**src/rtl/vga_pkg.sv**
```systemverilog
// Shared types and constants for the VGA test-pattern path.
package vga_pkg;

  localparam int MODE_W_DEF    = 2;
  localparam int NUM_MODES_DEF = 4;

  localparam int MODE_COLORBARS = 0;
  localparam int MODE_CHECKER   = 1;
  localparam int MODE_GRADIENT  = 2;
  localparam int MODE_SOLID     = 3;

  typedef enum logic [1:0] {
    DB_RELEASED     = 2'd0,
    DB_PRESS_WAIT   = 2'd1,
    DB_PRESSED      = 2'd2,
    DB_RELEASE_WAIT = 2'd3
  } db_state_e;

endpackage

```
**src/rtl/btn_debounce.sv**
```systemverilog
// Raw push-button conditioner: 2-FF synchronizer, debounce FSM, one-cycle press pulse.
//
// state           | meaning
// DB_RELEASED     | input stable low
// DB_PRESS_WAIT   | input went high, counting consecutive 1s
// DB_PRESSED      | input stable high
// DB_RELEASE_WAIT | input went low, counting consecutive 0s
module btn_debounce
  import vga_pkg::*;
#(
  parameter int DEBOUNCE_CYCLES = 250000
) (
  input  logic clk_pix,
  input  logic reset,
  input  logic btn_raw,
  output logic press
);

  localparam int               CNT_W    = $clog2(DEBOUNCE_CYCLES + 1);
  localparam logic [CNT_W-1:0] CNT_LOAD = CNT_W'(DEBOUNCE_CYCLES - 1);

  logic             sync1_q, sync2_q;
  db_state_e        state_q, state_d;
  logic [CNT_W-1:0] cnt_q, cnt_d;
  logic             press_q, press_d;

  always_ff @(posedge clk_pix or posedge reset) begin
    if (reset) begin
      sync1_q <= 1'b0;
      sync2_q <= 1'b0;
      state_q <= DB_RELEASED;
      cnt_q   <= '0;
      press_q <= 1'b0;
    end else begin
      sync1_q <= btn_raw;
      sync2_q <= sync1_q;
      state_q <= state_d;
      cnt_q   <= cnt_d;
      press_q <= press_d;
    end
  end

  // A bounce during release re-enters DB_PRESSED without a new press event.
  always_comb begin
    state_d = state_q;
    cnt_d   = cnt_q;
    press_d = 1'b0;
    unique case (state_q)
      DB_RELEASED: begin
        if (sync2_q) begin
          state_d = DB_PRESS_WAIT;
          cnt_d   = CNT_LOAD;
        end
      end
      DB_PRESS_WAIT: begin
        if (!sync2_q) begin
          state_d = DB_RELEASED;
          cnt_d   = '0;
        end else if (cnt_q == '0) begin
          state_d = DB_PRESSED;
          press_d = 1'b1;
        end else begin
          cnt_d = cnt_q - CNT_W'(1);
        end
      end
      DB_PRESSED: begin
        if (!sync2_q) begin
          state_d = DB_RELEASE_WAIT;
          cnt_d   = CNT_LOAD;
        end
      end
      DB_RELEASE_WAIT: begin
        if (sync2_q) begin
          state_d = DB_PRESSED;
          cnt_d   = '0;
        end else if (cnt_q == '0) begin
          state_d = DB_RELEASED;
        end else begin
          cnt_d = cnt_q - CNT_W'(1);
        end
      end
      default: begin
        state_d = DB_RELEASED;
        cnt_d   = '0;
      end
    endcase
  end

  assign press = press_q;

endmodule

```
**src/rtl/tpg_mode_ctrl.sv**
```systemverilog
// TPG mode scheduler: button requests and auto-cycle, applied only at vsync leading edges.
module tpg_mode_ctrl
  import vga_pkg::*;
#(
  parameter int NUM_MODES        = NUM_MODES_DEF,
  parameter int MODE_W           = MODE_W_DEF,
  parameter int DEBOUNCE_CYCLES  = 250000,
  parameter int AUTO_FRAMES      = 120,
  parameter bit VSYNC_ACTIVE_LOW = 1'b1
) (
  input  logic              clk_pix,
  input  logic              reset,
  input  logic              btn_next,
  input  logic              btn_auto,
  input  logic              vsync,
  output logic [MODE_W-1:0] mode,
  output logic              auto_en,
  output logic              frame_start,
  output logic              mode_changed
);

  localparam int                FCNT_W    = (AUTO_FRAMES > 1) ? $clog2(AUTO_FRAMES) : 1;
  localparam logic [FCNT_W-1:0] FCNT_LAST = FCNT_W'(AUTO_FRAMES - 1);
  localparam logic [MODE_W-1:0] MODE_LAST = MODE_W'(NUM_MODES - 1);
  localparam logic [MODE_W-1:0] MODE_RST  = MODE_W'(MODE_COLORBARS);

  logic              press_next, press_auto;
  logic              vs_act, vs_q, fs_raw;
  logic              want_next, auto_req;
  logic [MODE_W-1:0] mode_q, mode_d;
  logic              auto_en_q, auto_en_d;
  logic              pend_next_q, pend_next_d;
  logic              frame_start_q;
  logic              mode_changed_q, mode_changed_d;
  logic [FCNT_W-1:0] fcnt_q, fcnt_d;

  btn_debounce #(.DEBOUNCE_CYCLES(DEBOUNCE_CYCLES)) u_db_next (
    .clk_pix (clk_pix),
    .reset   (reset),
    .btn_raw (btn_next),
    .press   (press_next)
  );

  btn_debounce #(.DEBOUNCE_CYCLES(DEBOUNCE_CYCLES)) u_db_auto (
    .clk_pix (clk_pix),
    .reset   (reset),
    .btn_raw (btn_auto),
    .press   (press_auto)
  );

  assign vs_act    = vsync ^ VSYNC_ACTIVE_LOW;
  assign fs_raw    = vs_act & ~vs_q;
  // A press landing on the boundary cycle is folded into this frame's decision.
  assign want_next = pend_next_q | press_next;
  assign auto_req  = auto_en_q & (fcnt_q == FCNT_LAST);

  always_ff @(posedge clk_pix or posedge reset) begin
    if (reset) begin
      vs_q           <= 1'b1;
      mode_q         <= MODE_RST;
      auto_en_q      <= 1'b0;
      pend_next_q    <= 1'b0;
      frame_start_q  <= 1'b0;
      mode_changed_q <= 1'b0;
      fcnt_q         <= '0;
    end else begin
      vs_q           <= vs_act;
      mode_q         <= mode_d;
      auto_en_q      <= auto_en_d;
      pend_next_q    <= pend_next_d;
      frame_start_q  <= fs_raw;
      mode_changed_q <= mode_changed_d;
      fcnt_q         <= fcnt_d;
    end
  end

  always_comb begin
    mode_d         = mode_q;
    auto_en_d      = auto_en_q;
    pend_next_d    = want_next;
    fcnt_d         = fcnt_q;
    mode_changed_d = 1'b0;
    if (fs_raw) begin
      if (want_next | auto_req) begin
        mode_d         = (mode_q == MODE_LAST) ? '0 : mode_q + MODE_W'(1);
        mode_changed_d = 1'b1;
        pend_next_d    = 1'b0;
        fcnt_d         = '0;
      end else if (auto_en_q) begin
        fcnt_d = fcnt_q + FCNT_W'(1);
      end
    end
    if (press_auto) begin
      auto_en_d = ~auto_en_q;
      fcnt_d    = '0;
    end
  end

  assign mode         = mode_q;
  assign auto_en      = auto_en_q;
  assign frame_start  = frame_start_q;
  assign mode_changed = mode_changed_q;

endmodule

```
**config.mk**
```make
export PLATFORM = sky130hd
export DESIGN_NAME = tpg_mode_ctrl
export DESIGN_NICKNAME = d
export VERILOG_FILES = /design/src/rtl/vga_pkg.sv /design/src/rtl/btn_debounce.sv /design/src/rtl/tpg_mode_ctrl.sv
export SDC_FILE = /design/constraint.sdc
export NUM_CORES = 1
export LEC_CHECK = 0
export ABC_CLOCK_PERIOD_IN_PS = 2400
export BUFFER_PORTS_ARGS = -buffer_cell sky130_fd_sc_hd__buf_2
export CAP_MARGIN = 20
export CELL_PAD_IN_SITES_DETAIL_PLACEMENT = 2
export CELL_PAD_IN_SITES_GLOBAL_PLACEMENT = 2
export CORE_MARGIN = 4
export CORE_UTILIZATION = 40
export DETAILED_ROUTE_END_ITERATION = 12
export PLACE_DENSITY_LB_ADDON = 0.1
export SYNTH_ARGS = -nofsm -noshare
export SYNTH_HDL_FRONTEND = slang
export SYNTH_SLANG_ARGS = --single-unit
```
**constraint.sdc**
```tcl
create_clock -name clk_pix -period 2.4 [get_ports clk_pix]
set_input_delay 0.48 -clock clk_pix [delete_from_list [all_inputs] [get_ports clk_pix]]
set_output_delay 0.48 -clock clk_pix [all_outputs]
set_load 0.03 [all_outputs]
```
==> results of run 1 <==
## cells in the mapped netlist, types with 2 or more instances
library cell                count  area (µm²)
sky130_fd_sc_hd__dfrtp_1       59        1476
sky130_fd_sc_hd__a211oi_1       2       15.01
sky130_fd_sc_hd__a21oi_1       15       75.07
sky130_fd_sc_hd__clkbuf_1      10       37.54
sky130_fd_sc_hd__or3_1          5       31.28
sky130_fd_sc_hd__ha_1           5       62.56
sky130_fd_sc_hd__a21o_1         4       30.03
sky130_fd_sc_hd__nand2b_1       2       12.51
sky130_fd_sc_hd__nor3_1        10       50.05
sky130_fd_sc_hd__o22ai_1       21       131.4
sky130_fd_sc_hd__o21ai_0       11       55.05
sky130_fd_sc_hd__a2bb2oi_1      3       26.28
sky130_fd_sc_hd__nor4b_1        3       26.28
sky130_fd_sc_hd__nand3b_1       3       22.52
sky130_fd_sc_hd__or4_1          2       15.01
sky130_fd_sc_hd__o211ai_1       9       67.56
sky130_fd_sc_hd__xor2_1        12       105.1
sky130_fd_sc_hd__nor3b_2        2       25.02
sky130_fd_sc_hd__nor3b_1        2       15.01
sky130_fd_sc_hd__a31oi_1       13       81.33
sky130_fd_sc_hd__a41oi_1        2       17.52
sky130_fd_sc_hd__nor2_1        40       150.1
sky130_fd_sc_hd__or4_4          3       33.78
sky130_fd_sc_hd__and3_1         5       31.28
sky130_fd_sc_hd__o41ai_1        4       35.03
sky130_fd_sc_hd__mux2i_1        2       20.02
sky130_fd_sc_hd__nand3_1       13       65.06
sky130_fd_sc_hd__nand2_1       34       127.6
sky130_fd_sc_hd__nand4b_1       3       26.28
sky130_fd_sc_hd__inv_1         13       48.80
sky130_fd_sc_hd__nor4_1         4       25.02
sky130_fd_sc_hd__xnor2_1        9       78.83
sky130_fd_sc_hd__mux2_2         3       33.78
## final cells by class
cell class                      count  area, µm²
Sequential cell                    60       1503
Clock inverter                      5      83.83
Multi-Input combinational cell    256       1598
Timing Repair Buffer               25      177.7
Clock buffer                       11      151.4
Fill cell                         847       4078
Tap cell                          102      127.6
Inverter                           13      48.80
## routing by layer
metal / vias to the layer above / global-route usage (%)
li1: 1314 / -
met1: 1383 / 26.43
met2: 20 / 32.89
met3: 13 / 3.948
met4: 0 / 6.070
met5: - / 0
## state kept, by name, summed over array words and instances (netlist names), named ones only
register / count
auto_en: 1
fcnt_q: 7
frame_start: 1
mode: 2
mode_changed: 1
pend_next_q: 1
u_db_auto.cnt_q: 18
u_db_auto.press: 1
u_db_auto.state_q: 1
u_db_auto.sync1_q: 1
u_db_auto.sync2_q: 1
u_db_next.cnt_q: 18
u_db_next.press: 1
u_db_next.state_q: 1
u_db_next.sync1_q: 1
u_db_next.sync2_q: 1
vs_q: 1
## worst min path at each step
stage	slack [ns]	from	depth (start not counted)	endpoint
6_report	0.14	reset	2	fcnt_q[0]
5_1_grt	0.16	reset	2	fcnt_q[0]
4_1_cts	0.14	reset	2	fcnt_q[0]
3_5_place_dp	0.34	u_db_auto.sync1_q	0	u_db_auto.sync2_q
3_3_place_gp	0.33	u_db_next.sync1_q	0	u_db_next.sync2_q
2_1_floorplan	0.33	u_db_auto.sync1_q	0	u_db_auto.sync2_q
## per-stage QoR
stage | area (µm²) | total power (W) | std cells | hold slack [ns] | utilization [%]
floorplan | 3203 | 0.001433 | 341 | 0.3312 | -
global placement | 3455 | 0.001549 | 456 | 0.3320 | 44.47
detailed placement | 3455 | 0.001576 | 456 | 0.3380 | 44.47
CTS | 3690 | 0.002667 | 472 | 0.1388 | 47.50
global route | 3690 | 0.002790 | 472 | 0.1591 | 47.50
finish | 3690 | 0.002628 | 472 | 0.1431 | 47.50
## power by group
group / internal, W / leakage (nW) / total, W / switching [W]
clock network: 0.000643 / 0.112 / 0.00107 / 0.000424
logic: 0.000165 / 0.703 / 0.000390 / 0.000226
registers: 0.00108 / 0.767 / 0.00117 / 0.0000934
## cells by family after synthesis
group           after synthesis
compound gates               92
fa+ha+maj                     5
flops                        60
simple gates                133
buf+inv                      25
xor+xnor                     21
mux                           5
==> run summary, run 1 <==
=====================================================================================
Result of the run ...................................................... finished, final reports clean
Final period utilization ...............................................       89.24%
Finish-stage setup viols ...............................................            0
Avg WL per Cell ........................................................     18.64 µm
Seq/Total Area, Yosys ..................................................       46.91%
Number of cells on the worst reg-to-reg path ...........................            7
RePlAce Congestion .....................................................       0.7777
Wire length of the first global-routing pass ...........................     15.51 mm
Min-delay worst type ...................................................     in2async
Final min period .......................................................     2.142 ns
Clock Path Buffers .....................................................            2
Uppermost metal layer occupied by signal nets ..........................         met4
Number of vias after detailed routing ..................................         2730
Adder-cell area share of the yosys netlist .............................       1.953%
Fmax ...................................................................    466.9 MHz
Xor-xnor portion of the synthesized cell area ..........................       5.742%
Multiplexer fraction of the synthesized cell area ......................       1.680%
Combinational family with the most area after synthesis ................ simple AND/OR/NAND/NOR gates
Clock insertion delay at the later pin of the skew report ..............      0.34 ns
Critical path start-end classification .................................      reg2reg
Routed WL ..............................................................     8.799 mm
Number of remaining DRC errors .........................................            0
Area enclosed by the die boundary ...................................... 0.009503 mm²
CORE AREA .............................................................. 0.007767 mm²
Gr ovfl total ..........................................................            0
Detailed Routing Iterations Pass 1 .....................................            4
I/O Pins ...............................................................           10
Number of antenna violations at the first check in global routing ......            0
Share of flip-flops with an asynchronous set or reset after synthesis ..       100.0%
CP Data Arrival Time ...................................................      2.36 ns
Die Y-Extent ...........................................................     97.49 µm
Number of clock sinks ..................................................           60
Category of the worst setup path capture point .........................    flip-flop
Cts bufs inserted ......................................................            9
Area growth, synth to finish ...........................................       15.20%
Number of logic stages on the critical path including buffering ........            7
Top FF cell, synth ..................................................... sky130_fd_sc_hd__dfrtp_1
Post-Route Skew ........................................................  0.006846 ns
Layout cells sized above 1 .............................................       14.59%
Unrepaired setup endpoints after global routing ........................        false
CP Cell Sequence ....................................................... inv_1 > ha_1 > nor4b_1 > nand2_1 > a21oi_1 > mux2i_1 > or3_1
Cell with the biggest individual delay on the critical path ............ sky130_fd_sc_hd__dfrtp_1
Worst setup startpoint ................................................. u_db_next.cnt_q[0]
Net count after synthesis ..............................................          351
Number of global-route vias before repair ..............................         2987
Critical R2R Capture ................................................... u_db_next.cnt_q[12]
Worst slew margin relative to its limit ................................       68.11%
Met2 wire len ..........................................................     4.388 mm
Warnings from Yosys ....................................................            0
Maximum fanout encountered on the critical timing path .................            5
Post-layout net count ..................................................          375
Data required time at the worst endpoint ...............................      2.61 ns
H-tree levels ..........................................................            3
Library cell used as clock root buffer ................................. sky130_fd_sc_hd__clkbuf_8
Count of flip-flops with a built-in enable after synthesis .............            0
Antenna viol nets, final ...............................................            0
Post-CTS setup repair buffer count .....................................            0
Synth Area in Compound Gates ...........................................       19.18%
Clock tree from TritonCTS ..............................................         done
Number of instances in the synthesized netlist .........................          341
Simple-gate share of the synthesized area ..............................       21.33%
Delay-heaviest family, CP .............................................. simple AND/OR/NAND/NOR gates
Hold Vio Cnt, Final ....................................................            0
Worst setup SP type ....................................................    flip-flop
ANT cells ..............................................................            0
Post-CTS Resized .......................................................            0
Detailed Route Iter0 Violations ........................................           60
PD cells ............................................................... 712.2 mW/mm²
Worst-case setup margin in the final layout ............................    0.2582 ns
Hold bufs inserted after CTS ...........................................            0
Detailed route wirelength on metal3 ....................................       132 µm
Mean Syn Cell Area .....................................................    9.393 µm²
Worst Max-Slew Pin Slew ................................................    0.4784 ns
Routed vias/inst .......................................................        5.784
Width of the chip ......................................................     97.49 µm
DP Wirelength ..........................................................     6.143 mm
WP buf/inv .............................................................            1
Leakage Power ..........................................................     1.582 nW
Critical Path Sink ..................................................... u_db_next.cnt_q[12]
Count of input and output buffers ......................................            9
Commonest cells after routing, fill and taps aside ..................... sky130_fd_sc_hd__dfrtp_1, sky130_fd_sc_hd__nor2_1, sky130_fd_sc_hd__nand2_1, sky130_fd_sc_hd__o22ai_1
Yosys reg bits .........................................................           60
Count of max-cap constraint violations .................................            0
Maximum number of pins on one net before global-route repair ...........           42
Cell area after technology mapping ..................................... 0.003203 mm²
Clock-pin transition on the worst setup and hold timing paths ..........      0.07 ns
Most frequent standard cell in the layout excluding fill and tap cells . sky130_fd_sc_hd__dfrtp_1
Critical path's largest stage delay ....................................      0.41 ns
Total Routing Usage GR .................................................       19.93%
Setup slack after placement ............................................    0.2798 ns
R2R setup slack ........................................................      0.26 ns
Count of cell types in the netlist .....................................           46
Final Max Tran Viols ...................................................            0
Startpoint of the worst register-to-register path ...................... u_db_next.cnt_q[0]
Rows ...................................................................           32
Summed negative setup slack over all endpoints .........................         0 ns
Initial core utilization ...............................................       41.24%
Maximum vdd ir drop ....................................................    0.3248 mV
Met1 WL ................................................................     4.162 mm
=====================================================================================
(Power assumes the default switching activity.)
==> inputs of run 2 (changes only) <==
--- a/config.mk
+++ b/config.mk
@@ -14,6 +14,7 @@
 export CORE_UTILIZATION = 40
 export DETAILED_ROUTE_END_ITERATION = 12
 export PLACE_DENSITY_LB_ADDON = 0.1
+export RECOVER_POWER = 50
 export SYNTH_ARGS = -nofsm -noshare
 export SYNTH_HDL_FRONTEND = slang
 export SYNTH_SLANG_ARGS = --single-unit
==> run 2 against run 1 <==
Via count shrank 0.22%. Worst hold slack gained 0.096 ns. Maximum frequency is essentially flat. Utilization shrank 0.21 points. Sequential cell count is the same. Design area shrank 0.44%. Combinational power shrank 1%. Count of clock-buffer cells in the layout is the same. Register-to-register slack is essentially flat. Die area is the same. Critical endpoint unchanged.
==> run summary, run 2 (same netlist as run 1, synthesis figures left out) <==
=====================================================================================
Summed negative setup slack over all endpoints .........................         0 ns
Commonest cells after routing, fill and taps aside ..................... sky130_fd_sc_hd__dfrtp_1, sky130_fd_sc_hd__nor2_1, sky130_fd_sc_hd__nand2_1, sky130_fd_sc_hd__o22ai_1
Worst setup SP type ....................................................    flip-flop
Clock-pin transition on the worst setup and hold timing paths ..........      0.07 ns
Data required time at the worst endpoint ...............................      2.62 ns
Total Routing Usage GR .................................................       19.93%
Hold Vio Cnt, Final ....................................................            0
Number of cells on the worst reg-to-reg path ...........................            7
Post-Route Skew ........................................................  0.006906 ns
Category of the worst setup path capture point .........................    flip-flop
Detailed Route Iter0 Violations ........................................           55
Dpl cell area .......................................................... 0.003455 mm²
CORE AREA .............................................................. 0.007767 mm²
Unrepaired setup endpoints after global routing ........................        false
Detailed Routing Iterations Pass 1 .....................................            4
Routed vias/inst .......................................................        5.771
Final min period .......................................................     2.143 ns
H-tree levels ..........................................................            3
Final period utilization ...............................................       89.27%
Post-CTS setup repair buffer count .....................................            0
Number of vias after detailed routing ..................................         2724
Critical R2R Capture ................................................... u_db_next.cnt_q[12]
Clock network power share ..............................................        40.6%
Library cell used as clock root buffer ................................. sky130_fd_sc_hd__clkbuf_8
Fmax ...................................................................    466.7 MHz
Cts bufs inserted ......................................................            9
Internal Power .........................................................   0.001882 W
Die Y-Extent ...........................................................     97.49 µm
Maximum number of pins on one net before global-route repair ...........           42
Critical path start-end classification .................................      reg2reg
Number of antenna violations at the first check in global routing ......            0
Wire length of the first global-routing pass ...........................     15.51 mm
Hold endpoint .......................................................... u_db_next.sync1_q
Count of input and output buffers ......................................            9
ANT cells ..............................................................            0
Result of the run ...................................................... finished, final reports clean
RePlAce Congestion .....................................................       0.7777
Number of clock sinks ..................................................           60
CP Data Arrival Time ...................................................      2.36 ns
Cell with the biggest individual delay on the critical path ............ sky130_fd_sc_hd__dfrtp_1
Maximum vdd ir drop ....................................................    0.3192 mV
Critical path's largest stage delay ....................................      0.41 ns
CP Cell Sequence ....................................................... inv_1 > ha_1 > nor4b_1 > nand2_1 > a21oi_1 > mux2i_1 > or3_1
Post-CTS Resized .......................................................            0
Maximum fanout encountered on the critical timing path .................            5
Clock Path Buffers .....................................................            2
Gr ovfl total ..........................................................            0
R2R setup slack ........................................................      0.26 ns
Number of global-route vias before repair ..............................         2987
Top Registers .......................................................... u_db_auto.cnt_q (18), u_db_next.cnt_q (18), fcnt_q (7)
Routed WL ..............................................................     8.820 mm
PD cells ............................................................... 713.9 mW/mm²
Antenna viol nets, final ...............................................            0
Layout cells sized above 1 .............................................       14.05%
Avg WL per Cell ........................................................     18.69 µm
Rows ...................................................................           32
Area growth, synth to finish ...........................................       14.69%
Initial core utilization ...............................................       41.24%
Combinational cell fraction of total power .............................        14.7%
Hold bufs inserted after CTS ...........................................            0
Width of the chip ......................................................     97.49 µm
Final Max Tran Viols ...................................................            0
Total non-filler cell area in the finished layout ...................... 0.003674 mm²
Worst hold path depth ..................................................            1
Leakage Power ..........................................................     1.575 nW
Post-layout net count ..................................................          375
WP buf/inv .............................................................            1
Delay-heaviest family, CP .............................................. simple AND/OR/NAND/NOR gates
Switching part of the total ............................................       28.25%
DP Wirelength ..........................................................     6.143 mm
Clock insertion delay at the later pin of the skew report ..............      0.34 ns
Min-delay worst type ...................................................       in2reg
I/O Pins ...............................................................           10
Number of remaining DRC errors .........................................            0
Finish-stage setup viols ...............................................            0
Startpoint of the worst register-to-register path ...................... u_db_next.cnt_q[0]
Hold path start ........................................................     btn_next
Most frequent standard cell in the layout excluding fill and tap cells . sky130_fd_sc_hd__dfrtp_1
Area enclosed by the die boundary ...................................... 0.009503 mm²
Clock tree from TritonCTS ..............................................         done
Worst Max-Slew Pin Slew ................................................     1.040 ns
Net switching power of the design ......................................  0.0007407 W
Worst slew margin relative to its limit ................................       30.65%
Share of power burned in registers .....................................        44.6%
Count of max-cap constraint violations .................................            0
=====================================================================================
run 2: cell types whose count changed in the layout (fill, tap and decap cells not counted):
cell,change
sky130_fd_sc_hd__buf_2,-1
sky130_fd_sc_hd__inv_2,-1
sky130_fd_sc_hd__buf_12,-1
sky130_fd_sc_hd__clkbuf_2,+1
sky130_fd_sc_hd__inv_1,+1
sky130_fd_sc_hd__clkbuf_1,+1
run 2: metal layers:
layer | routed length, µm | vias up | track usage, %
met4 | 124 | 0 | 6.070
met3 | 144 | 13 | 3.948
met1 | 4166 | 1383 | 26.43
met5 | 0 | - | 0
met2 | 4384 | 18 | 32.89
li1 | - | 1310 | -
run 2: worst max-delay path by stage:
stage                       startpoint             endpoint  slack, ns  depth (start not counted)
floorplan           u_db_auto.cnt_q[9]  u_db_auto.cnt_q[16]       0.39                          5
global placement    u_db_next.cnt_q[9]            flip-flop       0.35                          5
detailed placement  u_db_next.cnt_q[9]            flip-flop       0.28                          5
CTS                 u_db_next.cnt_q[0]  u_db_next.cnt_q[12]       0.24                          7
global route        u_db_next.cnt_q[0]  u_db_next.cnt_q[12]       0.07                          7
finish              u_db_next.cnt_q[0]  u_db_next.cnt_q[12]       0.26                          7
run 2: area by class of cell:
type | instances | area, µm²
inverters | 13 | 48.80
well taps | 102 | 127.6
repair buffers | 25 | 161.4
flip-flops and latches | 60 | 1503
clock inverters | 5 | 83.83
clock buffers | 11 | 151.4
fillers | 846 | 4094
multi-input cells | 256 | 1598
run 2: power groups by stage:
stage,logic (W),clock network (W),registers [W]
final,0.000386,0.00107,0.00117
after global routing,0.000437,0.00116,0.00119
after CTS,0.000397,0.00110,0.00117
after detailed placement,0.000389,0,0.00119
after global placement,0.000368,0,0.00118
after floorplan,0.000265,0,0.00117
run 2: per-stage QoR:
stage	instances	utilization [%]	hold WS, ns	setup WS [ns]	total power [W]
final	472	47.29	0.2394	0.2574	0.002623
after global routing	472	47.29	0.2216	0.06809	0.002786
after CTS	472	47.50	0.1388	0.2368	0.002667
after detailed placement	456	44.47	0.3380	0.2798	0.001576
after global placement	456	44.47	0.3320	0.3541	0.001549
after floorplan	341	-	0.3312	0.3855	0.001433
==> inputs of run 3 (changes only) <==
--- a/config.mk
+++ b/config.mk
@@ -5,13 +5,14 @@
 export SDC_FILE = /design/constraint.sdc
 export NUM_CORES = 1
 export LEC_CHECK = 0
+export ABC_AREA = 1
 export ABC_CLOCK_PERIOD_IN_PS = 2400
 export BUFFER_PORTS_ARGS = -buffer_cell sky130_fd_sc_hd__buf_2
 export CAP_MARGIN = 20
 export CELL_PAD_IN_SITES_DETAIL_PLACEMENT = 2
 export CELL_PAD_IN_SITES_GLOBAL_PLACEMENT = 2
 export CORE_MARGIN = 4
-export CORE_UTILIZATION = 40
+export CORE_UTILIZATION = 36
 export DETAILED_ROUTE_END_ITERATION = 12
 export PLACE_DENSITY_LB_ADDON = 0.1
 export RECOVER_POWER = 50
==> run 3 against run 2 <==
The flow now finishes with violations (max-capacitance violations, max-slew violations). Clock skew increased by 0.0065 ns. Non-clock buffer count down 12. Routed wire length up 4.8%. Total power is 49% higher. Clock power is 4% lower.
==> run summary, run 3 <==
=====================================================================================
Delay-heaviest family, CP .............................................. simple AND/OR/NAND/NOR gates
CORE AREA .............................................................. 0.009328 mm²
Number of clock sinks ..................................................           60
Summed negative setup slack over all endpoints .........................         0 ns
Gr ovfl total ..........................................................            0
R2R setup slack ........................................................      0.56 ns
Worst setup SP type ....................................................    flip-flop
Cell with the biggest individual delay on the critical path ............ sky130_fd_sc_hd__dfrtp_1
Detailed Route Iter0 Violations ........................................           50
Result of the run ...................................................... complete, but fails checks
Count of max-cap constraint violations .................................            1
Share of flip-flops with an asynchronous set or reset after synthesis ..       100.0%
Worst slew margin relative to its limit ................................      -3.707%
Most frequent standard cell in the layout excluding fill and tap cells . sky130_fd_sc_hd__nand2_1
Cell type contributing the most total cell area after synthesis ........ sky130_fd_sc_hd__dfrtp_1
Fill cells .............................................................         1131
CP Data Arrival Time ...................................................      2.07 ns
Worst-case setup margin in the final layout ............................    0.5644 ns
I/O Pins ...............................................................           10
Warnings from Yosys ....................................................            0
Area enclosed by the die boundary ......................................  0.01133 mm²
Maximum fanout encountered on the critical timing path .................           12
Mean Syn Cell Area .....................................................    7.180 µm²
Avg WL per Cell ........................................................     14.55 µm
Cell with the most instances after synthesis ........................... sky130_fd_sc_hd__nand2_1
Count of input and output buffers ......................................            9
Post-CTS setup repair buffer count .....................................            0
Library cell used as clock root buffer ................................. sky130_fd_sc_hd__clkbuf_8
Yosys reg bits .........................................................           60
Initial core utilization ...............................................       37.41%
Finish-stage setup viols ...............................................            0
Maximum number of pins on one net before global-route repair ...........           61
ANT cells ..............................................................            0
Rows ...................................................................           35
Detailed Routing Iterations Pass 1 .....................................            4
Total Routing Usage GR .................................................       18.14%
Dpl cell area .......................................................... 0.003675 mm²
Count of flip-flops with a built-in enable after synthesis .............            0
Count of cell types in the netlist .....................................           32
PD cells ...............................................................  1005 mW/mm²
Maximum vdd ir drop ....................................................    0.2877 mV
Critical path start-end classification .................................      reg2reg
Hold Vio Cnt, Final ....................................................            0
Critical path's largest stage delay ....................................      0.38 ns
Clock Path Buffers .....................................................            2
Routed WL ..............................................................     9.241 mm
Top FF cell, synth ..................................................... sky130_fd_sc_hd__dfrtp_1
Post-Route Skew ........................................................   0.01338 ns
Top Registers .......................................................... u_db_auto.cnt_q (18), u_db_next.cnt_q (18), fcnt_q (7)
Xor-xnor portion of the synthesized cell area ..........................       1.004%
Unrepaired setup endpoints after global routing ........................        false
Synth Area in Compound Gates ...........................................       6.454%
Category of the worst setup path capture point .........................    flip-flop
Post-CTS Resized .......................................................            0
Clock tree from TritonCTS ..............................................         done
Critical R2R Capture ................................................... u_db_auto.cnt_q[9]
Die Y-Extent ...........................................................     106.5 µm
Fmax ...................................................................    544.8 MHz
Final Max Tran Viols ...................................................           61
Number of global-route vias before repair ..............................         3427
Number of antenna violations at the first check in global routing ......            0
Total non-filler cell area in the finished layout ...................... 0.003875 mm²
Most frequent cells after synthesis .................................... sky130_fd_sc_hd__nand2_1, sky130_fd_sc_hd__nor2_1, sky130_fd_sc_hd__dfrtp_1
Number of cells on the worst reg-to-reg path ...........................           11
Setup slack after placement ............................................    0.5608 ns
H-tree levels ..........................................................            3
Net count after synthesis ..............................................          496
Post-layout net count ..................................................          511
Startpoint of the worst register-to-register path ...................... u_db_auto.cnt_q[0]
Final min period .......................................................     1.836 ns
Worst hold path depth ..................................................            1
Data required time at the worst endpoint ...............................      2.64 ns
Share of the synthesized area in the top cell type .....................       42.31%
Area growth, synth to finish ...........................................       11.04%
Routed vias/inst .......................................................        4.871
RePlAce Congestion .....................................................       0.7965
DP Wirelength ..........................................................     6.889 mm
Wire length of the first global-routing pass ...........................     16.44 mm
Combinational family with the most area after synthesis ................ simple AND/OR/NAND/NOR gates
Cell types with the largest area share after synthesis ................. sky130_fd_sc_hd__dfrtp_1, sky130_fd_sc_hd__nand2_1, sky130_fd_sc_hd__nor2_1, sky130_fd_sc_hd__inv_1, sky130_fd_sc_hd__nand3_1
Number of instances in the synthesized netlist .........................          486
CP Cell Sequence ....................................................... inv_1 > ha_1 > nand3_2 > nor2_2 > nand3_4 > nand2_4 > inv_2 > nand2_1 > nand2_1 > nand2_1 > nor2_1
WP buf/inv .............................................................            2
Cts bufs inserted ......................................................            9
Violations in the final reports ........................................ max-capacitance violations, max-slew violations
Hold endpoint .......................................................... u_db_auto.sync1_q
Critical path's most frequent cell ..................................... sky130_fd_sc_hd__nand2_1
Hold bufs inserted after CTS ...........................................            0
Width of the chip ......................................................     106.5 µm
Multiplexer fraction of the synthesized cell area ......................           0%
Seq/Total Area, Yosys ..................................................       43.06%
Hold path start ........................................................     btn_auto
Min-delay worst type ...................................................       in2reg
Antenna viol nets, final ...............................................            0
Number of vias after detailed routing ..................................         3093
Commonest cells after routing, fill and taps aside ..................... sky130_fd_sc_hd__nand2_1, sky130_fd_sc_hd__nor2_1, sky130_fd_sc_hd__dfrtp_1, sky130_fd_sc_hd__inv_1, sky130_fd_sc_hd__nand3_1
Adder-cell area share of the yosys netlist .............................       1.793%
Number of remaining DRC errors .........................................            0
Clock insertion delay at the later pin of the skew report ..............      0.34 ns
Clock-pin transition on the worst setup and hold timing paths ..........      0.07 ns
Simple-gate share of the synthesized area ..............................       37.90%
Leakage Power ..........................................................     2.064 nW
Worst Max-Slew Pin Slew ................................................     1.556 ns
Layout cells sized above 1 .............................................       13.83%
Cell area after technology mapping ..................................... 0.003490 mm²
Final period utilization ...............................................       76.48%
=====================================================================================
## run 3: cell types whose count changed in the layout (fill, tap and decap cells not counted), sizes merged, moves of 9 or more
cell / change
nand2: +118
inv: +55
nor2: +38
nand3: +28
o22ai: -21
o21ai: +14
a31oi: -13
buf: -12
o211ai: -9
xnor2: -9
## run 3: kinds of logic (layout without fill, tap and decap cells)
group,Yosys count,in the layout
buf+inv,83,103
fa+ha+maj,5,5
xor+xnor,4,4
flops,60,60
simple gates,293,293
compound gates,41,41
## run 3: per-stage QoR
stage / total power, W / cells / hold slack, ns / utilization [%]
floorplan: 0.002509 / 486 / 0.3312 / -
global placement: 0.002811 / 619 / 0.3392 / 39.40
detailed placement: 0.002898 / 619 / 0.3418 / 39.40
CTS: 0.003971 / 635 / 0.2019 / 41.72
global route: 0.004259 / 635 / 0.2211 / 41.54
finish: 0.003896 / 635 / 0.2381 / 41.54
## run 3: layer usage
metal,part of all wire [%],global-route usage [%],vias to the layer above
met2,54,35.43,16
met4,0.89,3.288,0
li1,-,-,1535
met3,2.1,4.432,6
met1,43,19.81,1536
met5,0,0,-
## run 3: layout make-up
class	count	area [µm²]	share of cell area [%]
Inverter	74	277.8	7.168
Multi-Input combinational cell	343	1645	42.46
Tap cell	129	161.4	4.165
Clock buffer	11	141.4	3.649
Timing Repair Buffer	13	71.32	1.840
Clock inverter	5	75.07	1.937
Sequential cell	60	1503	38.78
## run 3: how the worst max path moves through the flow
stage,from,to,slack [ns],depth (start not counted)
2_1_floorplan,reset,asynchronous set/reset pin,0.44,1
3_3_place_gp,u_db_auto.cnt_q[0],u_db_auto.cnt_q[0],0.65,9
3_5_place_dp,u_db_auto.cnt_q[0],u_db_auto.cnt_q[9],0.56,11
4_1_cts,u_db_auto.cnt_q[0],u_db_auto.cnt_q[0],0.54,9
5_1_grt,u_db_auto.cnt_q[0],u_db_auto.cnt_q[0],0.35,9
6_report,u_db_auto.cnt_q[0],u_db_auto.cnt_q[9],0.56,11
## run 3: power by group
part           leakage (nW)  internal, W  total (W)  switching, W
logic                  1.19     0.000458    0.00141      0.000949
registers             0.759      0.00124    0.00146      0.000216
clock network         0.113     0.000608    0.00103      0.000421
total                  2.06      0.00231    0.00390       0.00159
